==> src/rtl/gmii_tx_mac_pkg.sv <==
// gmii_tx_mac_pkg: state encoding and framing/CRC constants shared by the GMII
// transmit framer and the matching receive FCS checker.
package gmii_tx_mac_pkg;

   typedef enum logic [2:0] {
      StIdle = 3'd0,
      StPre  = 3'd1,
      StSfd  = 3'd2,
      StData = 3'd3,
      StPad  = 3'd4,
      StFcs  = 3'd5,
      StGap  = 3'd6
   } tx_state_e;

   localparam logic [7:0]  PREAMBLE_BYTE = 8'h55;
   localparam logic [7:0]  SFD_BYTE      = 8'hD5;
   localparam int unsigned PREAMBLE_LEN  = 7;

   localparam logic [31:0] CRC32_POLY    = 32'hEDB88320;
   localparam logic [31:0] CRC32_INIT    = 32'hFFFFFFFF;
   // Register value left after running the CRC over data plus a correct FCS.
   localparam logic [31:0] CRC32_RESIDUE = 32'hDEBB20E3;

endpackage

==> src/rtl/crc32_d8.sv <==
// crc32_d8: combinational reflected CRC-32 update over one byte (LSB first).
module crc32_d8
   import gmii_tx_mac_pkg::*;
(
   input  logic [31:0] crc_i,
   input  logic [7:0]  data_i,
   output logic [31:0] crc_o
);

   // Eight serial LFSR steps unrolled into a single combinational stage.
   always_comb begin
      logic [31:0] c;
      c = crc_i ^ {24'h000000, data_i};
      for (int i = 0; i < 8; i++) begin
         c = c[0] ? ((c >> 1) ^ CRC32_POLY) : (c >> 1);
      end
      crc_o = c;
   end

endmodule

==> src/rtl/gmii_tx_mac.sv <==
// gmii_tx_mac: GMII transmit framer. Adds preamble/SFD, appends the CRC-32 FCS
// and enforces the inter-frame gap. Build option GMII_TX_PAD_EN zero-pads
// frames shorter than MIN_FRAME bytes (padding is covered by the FCS).
module gmii_tx_mac
   import gmii_tx_mac_pkg::*;
#(
   parameter int unsigned IFG_CYCLES = 12,
   parameter int unsigned MIN_FRAME  = 60
) (
   input  logic       gmii_tx_clk,
   input  logic       rst,
   input  logic       s_valid,
   input  logic [7:0] s_data,
   input  logic       s_last,
   output logic       s_ready,
   output logic       gmii_tx_en,
   output logic [7:0] gmii_txd,
   output logic       tx_busy,
   output logic       tx_done,
   output logic       tx_underrun
);

   if (IFG_CYCLES < 1 || IFG_CYCLES > 255 || MIN_FRAME > 2047) begin : g_bad_param
      $error("gmii_tx_mac: IFG_CYCLES or MIN_FRAME out of range");
   end

   tx_state_e   state_q, state_d;
   logic [2:0]  sub_cnt_q, sub_cnt_d;   // preamble beat, then FCS byte index
   logic [7:0]  gap_cnt_q, gap_cnt_d;
   logic [31:0] crc_q, crc_d, crc_next, fcs;
   logic [7:0]  crc_byte;
   logic        tx_en_q, tx_en_d;
   logic [7:0]  txd_q, txd_d;
   logic        done_q, done_d;
   logic        underrun_q, underrun_d;
`ifdef GMII_TX_PAD_EN
   logic [10:0] byte_cnt_q, byte_cnt_d;
   logic [11:0] byte_cnt_inc;

   assign byte_cnt_inc = {1'b0, byte_cnt_q} + 12'd1;
`endif

   // Pad bytes are zeros; only DATA folds the live input byte.
   assign crc_byte = (state_q == StData) ? s_data : 8'h00;
   assign fcs      = ~crc_q;

   crc32_d8 u_crc (
      .crc_i  (crc_q),
      .data_i (crc_byte),
      .crc_o  (crc_next)
   );

   // Next-state and registered-output decode.
   always_comb begin
      state_d    = state_q;
      sub_cnt_d  = sub_cnt_q;
      gap_cnt_d  = gap_cnt_q;
      crc_d      = crc_q;
      tx_en_d    = 1'b0;
      txd_d      = 8'h00;
      done_d     = 1'b0;
      underrun_d = 1'b0;
`ifdef GMII_TX_PAD_EN
      byte_cnt_d = byte_cnt_q;
`endif
      unique case (state_q)
         StIdle: begin
            // First byte stays upstream; it is consumed once DATA is reached.
            if (s_valid) begin
               state_d   = StPre;
               sub_cnt_d = 3'd0;
            end
         end
         StPre: begin
            tx_en_d = 1'b1;
            txd_d   = PREAMBLE_BYTE;
            if (sub_cnt_q == 3'(PREAMBLE_LEN - 1)) begin
               state_d   = StSfd;
               sub_cnt_d = 3'd0;
            end else begin
               sub_cnt_d = sub_cnt_q + 3'd1;
            end
         end
         StSfd: begin
            tx_en_d   = 1'b1;
            txd_d     = SFD_BYTE;
            crc_d     = CRC32_INIT;
            sub_cnt_d = 3'd0;
            state_d   = StData;
`ifdef GMII_TX_PAD_EN
            byte_cnt_d = 11'd0;
`endif
         end
         StData: begin
            if (s_valid) begin
               tx_en_d = 1'b1;
               txd_d   = s_data;
               crc_d   = crc_next;
`ifdef GMII_TX_PAD_EN
               byte_cnt_d = (byte_cnt_q == 11'h7FF) ? byte_cnt_q : byte_cnt_inc[10:0];
               if (s_last) begin
                  state_d = (byte_cnt_inc < 12'(MIN_FRAME)) ? StPad : StFcs;
               end
`else
               if (s_last) begin
                  state_d = StFcs;
               end
`endif
            end else begin
               // Underrun: cut the frame without an FCS so receivers drop it.
               underrun_d = 1'b1;
               gap_cnt_d  = 8'd0;
               state_d    = StGap;
            end
         end
         StPad: begin
`ifdef GMII_TX_PAD_EN
            tx_en_d    = 1'b1;
            txd_d      = 8'h00;
            crc_d      = crc_next;
            byte_cnt_d = byte_cnt_inc[10:0];
            if (byte_cnt_inc >= 12'(MIN_FRAME)) begin
               state_d = StFcs;
            end
`else
            state_d = StIdle;
`endif
         end
         StFcs: begin
            tx_en_d = 1'b1;
            txd_d   = fcs[{sub_cnt_q[1:0], 3'b000} +: 8];
            if (sub_cnt_q == 3'd3) begin
               done_d    = 1'b1;
               sub_cnt_d = 3'd0;
               gap_cnt_d = 8'd0;
               state_d   = StGap;
            end else begin
               sub_cnt_d = sub_cnt_q + 3'd1;
            end
         end
         StGap: begin
            if (gap_cnt_q == 8'(IFG_CYCLES - 1)) begin
               gap_cnt_d = 8'd0;
               state_d   = StIdle;
            end else begin
               gap_cnt_d = gap_cnt_q + 8'd1;
            end
         end
         default: state_d = StIdle;
      endcase
   end

   // State and output registers with synchronous reset.
   always_ff @(posedge gmii_tx_clk) begin
      if (rst) begin
         state_q    <= StIdle;
         sub_cnt_q  <= 3'd0;
         gap_cnt_q  <= 8'd0;
         crc_q      <= CRC32_INIT;
         tx_en_q    <= 1'b0;
         txd_q      <= 8'h00;
         done_q     <= 1'b0;
         underrun_q <= 1'b0;
`ifdef GMII_TX_PAD_EN
         byte_cnt_q <= 11'd0;
`endif
      end else begin
         state_q    <= state_d;
         sub_cnt_q  <= sub_cnt_d;
         gap_cnt_q  <= gap_cnt_d;
         crc_q      <= crc_d;
         tx_en_q    <= tx_en_d;
         txd_q      <= txd_d;
         done_q     <= done_d;
         underrun_q <= underrun_d;
`ifdef GMII_TX_PAD_EN
         byte_cnt_q <= byte_cnt_d;
`endif
      end
   end

   assign s_ready     = (state_q == StData);
   assign tx_busy     = (state_q != StIdle);
   assign gmii_tx_en  = tx_en_q;
   assign gmii_txd    = txd_q;
   assign tx_done     = done_q;
   assign tx_underrun = underrun_q;

endmodule

==> config.mk <==
export PLATFORM = sky130hd
export DESIGN_NAME = gmii_tx_mac
export DESIGN_NICKNAME = d
export VERILOG_FILES = /design/src/rtl/gmii_tx_mac_pkg.sv /design/src/rtl/crc32_d8.sv /design/src/rtl/gmii_tx_mac.sv
export SDC_FILE = /design/constraint.sdc
export NUM_CORES = 1
export LEC_CHECK = 0
export ABC_AREA = 1
export CELL_PAD_IN_SITES_DETAIL_PLACEMENT = 0
export CELL_PAD_IN_SITES_GLOBAL_PLACEMENT = 1
export CORE_MARGIN = 10
export CORE_UTILIZATION = 43
export CTS_CLUSTER_DIAMETER = 150
export DETAILED_ROUTE_END_ITERATION = 8
export MAX_ROUTING_LAYER = met4
export PLACE_DENSITY = 0.78
export SLEW_MARGIN = 5
export SYNTH_ARGS = -nofsm -noshare
export SYNTH_HDL_FRONTEND = slang
export SYNTH_SLANG_ARGS = --single-unit
export TNS_END_PERCENT = 1
==> constraint.sdc <==
create_clock -name gmii_tx_clk -period 2.02 [get_ports gmii_tx_clk]
set_clock_uncertainty 0.15 [all_clocks]
set_input_delay 0.606 -clock gmii_tx_clk [delete_from_list [all_inputs] [get_ports gmii_tx_clk]]
set_output_delay 0.606 -clock gmii_tx_clk [all_outputs]
set_load 0.02 [all_outputs]
==> run summary <==
outcome: complete, but fails checks
failing checks: negative setup slack
Reg power frac: 19.6%
combinational power share: 65.6%
Setup Viol. Count Final: 1
count leader, synth: nand2_1
NetSw: 4.350 mW
syn_nets: 628
top-area cell type share of the netlist area: 28.92%
nature of the critical path endpoint: primary output
Internal: 4.758 mW
GP Congestion: 0.9331
Cell variety after synth: 42
RSZ-0062 raised after global routing: yes
CTS tree: yes
crit-path leading delay family: buffers and inverters
Post-Syn Instances: 611
via count: 4414
clk buf depth: 2
Residual DRC: 0
io pins: 25
FP Rows: 34
Worst Path Class, Setup: reg -> out
Die Area: 13410 um2
Antenna diodes: 0
Finished Cell Area: 5640 um2
initial core utilization: 44.60%
slowest stage cell, crit path: dfxtp_4
ranking of synthesized cells by area: dfxtp_1 (29%), nand2_1 (17%), a21oi_1 (7.7%)
Clock Power Share: 14.9%
register area share after synthesis: 28.92%
Detail Route Antenna Nets: 0
Post-CTS Hold Fix Bufs: 0
Max Fanout on Critical Path: 3
LEAKAGE: 2.612 nW
WL/cell: 16.37 um
Clk Latency, worst-skew pair: 350 ps
CP Launch Type: flop
CP arrival: 1260 ps
antenna violations before repair: 0
final hold vios: 0
slowest stage delay, CP: 360 ps
worst hold slack: 335.8 ps
Worst Path Buf+Inv: 3
Setup WS post-layout: -0.4883 ps
Synth async-reset ratio: 0%
switch share: 47.76%
vias in the first global route: 4122
Starting DRT DRC Count: 337
Hold Path Class: reg -> reg
Die Wd: 115.8 um
Period minus WS final: 2020 ps
Max transition margin: 67.40%
GRT Util Overall: 20.66%
Worst-Margin Slew: 488.5 ps
Synth warnings: 0
Synth area leader: dfxtp_1
fraction of layout cells with a size suffix above 1: 31.52%
clock sinks: 57
Die Y: 115.8 um
Overflow after GRT: 0
count of pins over their slew limit: 0
nets: 729
power density over the cells: 1615 nW/um2
first-pass GRT wire length: 21.22 mm
period utilization: 100.0%
cell area after placement: 4843 um2
Synth Cell Area: 3946 um2
CTS buffer count: 9
DP Cell Count: 798
Max-Cap Viols: 0
H-tree levels: 3
Non-Filler Instances: 825
CTS clk-pin slew, worst paths: 70 ps
Post-synth EDFFs: 0
most frequent cells after synthesis: nand2_1 (175), a21oi_1 (61), dfxtp_1 (57)
DR vias/cell: 5.350
area grow syn2layout: 42.93%
HPWL Detailed: 9.844 mm
worst vdd ir: 0.6764 mV
Avg Cell Area, Syn: 6.459 um2
largest net degree at the start of global routing: 24
final wirelength: 13.51 mm
root buf cell: clkbuf_8
I/O Buffers: 24
top_reg_cell synth: dfxtp_1
final core utilization: 63.74%
fill count: 846
1st-pass router iterations: 7
Achievable Freq: 494.9 MHz
core area: 8848 um2
flops & latches, synth: 57
CP cell instances: buf_4 -> nor3_2 -> inv_1 -> buf_2
critical path required time: 1260 ps
-- metrics by stage --
stage / worst slack [ps] / setup TNS (ps) / power (mW)
floorplan: 49.66 / 0 / 4.960
global placement: -509.9 / -16160 / 6.757
detailed placement: -569.3 / -16760 / 6.805
CTS: -43.67 / -481.9 / 8.436
global route: -112.5 / -1276 / 9.804
finish: -0.4883 / -0.4883 / 9.108
-- worst reg2reg max path, stage by stage (launching register included) --
cell     delay (ps)
dfxtp_4         370
nand2_4          60
nor2_4          150
buf_12          130
buf_6           110
nand2_2          50
nand2_1          70
nand2_2          90
nand2_2         100
nand2_4          90
nand2_2         110
nand2_2          80
nor2_4          160
nand3_1          90
nand3_1          70
nand2_1          40
-- flip-flops by register name, summed over array words and instances (netlist names) --
| name | flops |
|---|---|
| crc_q | 32 |
| gap_cnt_q | 8 |
| gmii_txd | 8 |
| state_q | 3 |
| sub_cnt_q | 3 |
| gmii_tx_en | 1 |
| tx_done | 1 |
| tx_underrun | 1 |
-- metal layers --
layer	track usage [%]	routed length, um
met5	-	0
met4	6.422	305
met3	3.876	840
met2	33.03	6508
met1	25.82	5852
-- layout make-up --
cell class	instances	area, um2	share of cell area [%]
flip-flops and latches	57	1150	20.39
clock buffers	10	137.6	2.440
repair buffers	113	1016	18.01
inverters	59	224.0	3.971
well taps	108	135.1	2.396
clock inverters	6	105.1	1.863
multi-input cells	472	2873	50.93
-- power by group through the flow --
stage          logic (mW)  clock network, mW  registers [mW]
6_report             5.97               1.35            1.78
4_1_cts              5.29               1.38            1.77
3_3_place_gp         5.00                  0            1.76
5_1_grt              6.55               1.43            1.83
3_5_place_dp         5.03                  0            1.78
2_1_floorplan        3.22                  0            1.74
-- path summary, 6_finish.rpt --
check	end	from	slack [ps]	depth (start not counted)
min reg2reg	crc_q[13]	crc_q[13]	340	2
max reg2reg	crc_q[20]	state_q[0]	10	15
min	crc_q[13]	crc_q[13]	340	2
max	tx_busy	state_q[0]	-0.5	4
-- cell families (layout without fill, tap and decap cells) --
kind of cell	Yosys count	count (layout)	synth area share (%)
adder cells (fa/ha/maj)	5	5	1.585
flip-flops	57	57	28.92
XOR/XNOR	20	20	5.675
buffers and inverters	82	188	8.560
AO/OA/AOI/OAI	139	139	19.63
AND/OR/NAND/NOR	308	308	35.64
-- timing repair --
action                                  CTS  global route
gates cloned                              0             0
buffers inserted                          3             8
pin swaps                                 7            35
endpoints found under the setup margin   47            42
gates resized for setup                  55            91
-- placed cells by master (no fill, tap or decap), types with 4 or more instances in the layout --
| master | synthesis | routed |
|---|---|---|
| nand2_1 | 175 | 136 |
| buf_4 | 2 | 70 |
| a21oi_1 | 61 | 61 |
| dfxtp_1 | 57 | 54 |
| inv_1 | 52 | 50 |
| nand2_2 | 19 | 42 |
| nor2_1 | 43 | 38 |
| o21ai_0 | 40 | 35 |
| nand3_1 | 38 | 31 |
| nand2_4 | 7 | 20 |
| o21ai_1 | 13 | 17 |
| o211ai_1 | 13 | 13 |
| dlygate4sd2_1 | 0 | 13 |
| buf_6 | 2 | 13 |
| nand3_2 | 5 | 10 |
| clkbuf_8 | 0 | 10 |
| inv_2 | 6 | 7 |
| xor2_1 | 13 | 7 |
| xor2_2 | 4 | 7 |
| nor2_4 | 1 | 6 |
| dlymetal6s2s_1 | 0 | 6 |
| nand4_1 | 5 | 5 |
| ha_1 | 5 | 5 |
| buf_12 | 0 | 5 |
| nor3_1 | 5 | 4 |
Note: power is estimated with default switching activity, not from simulation.
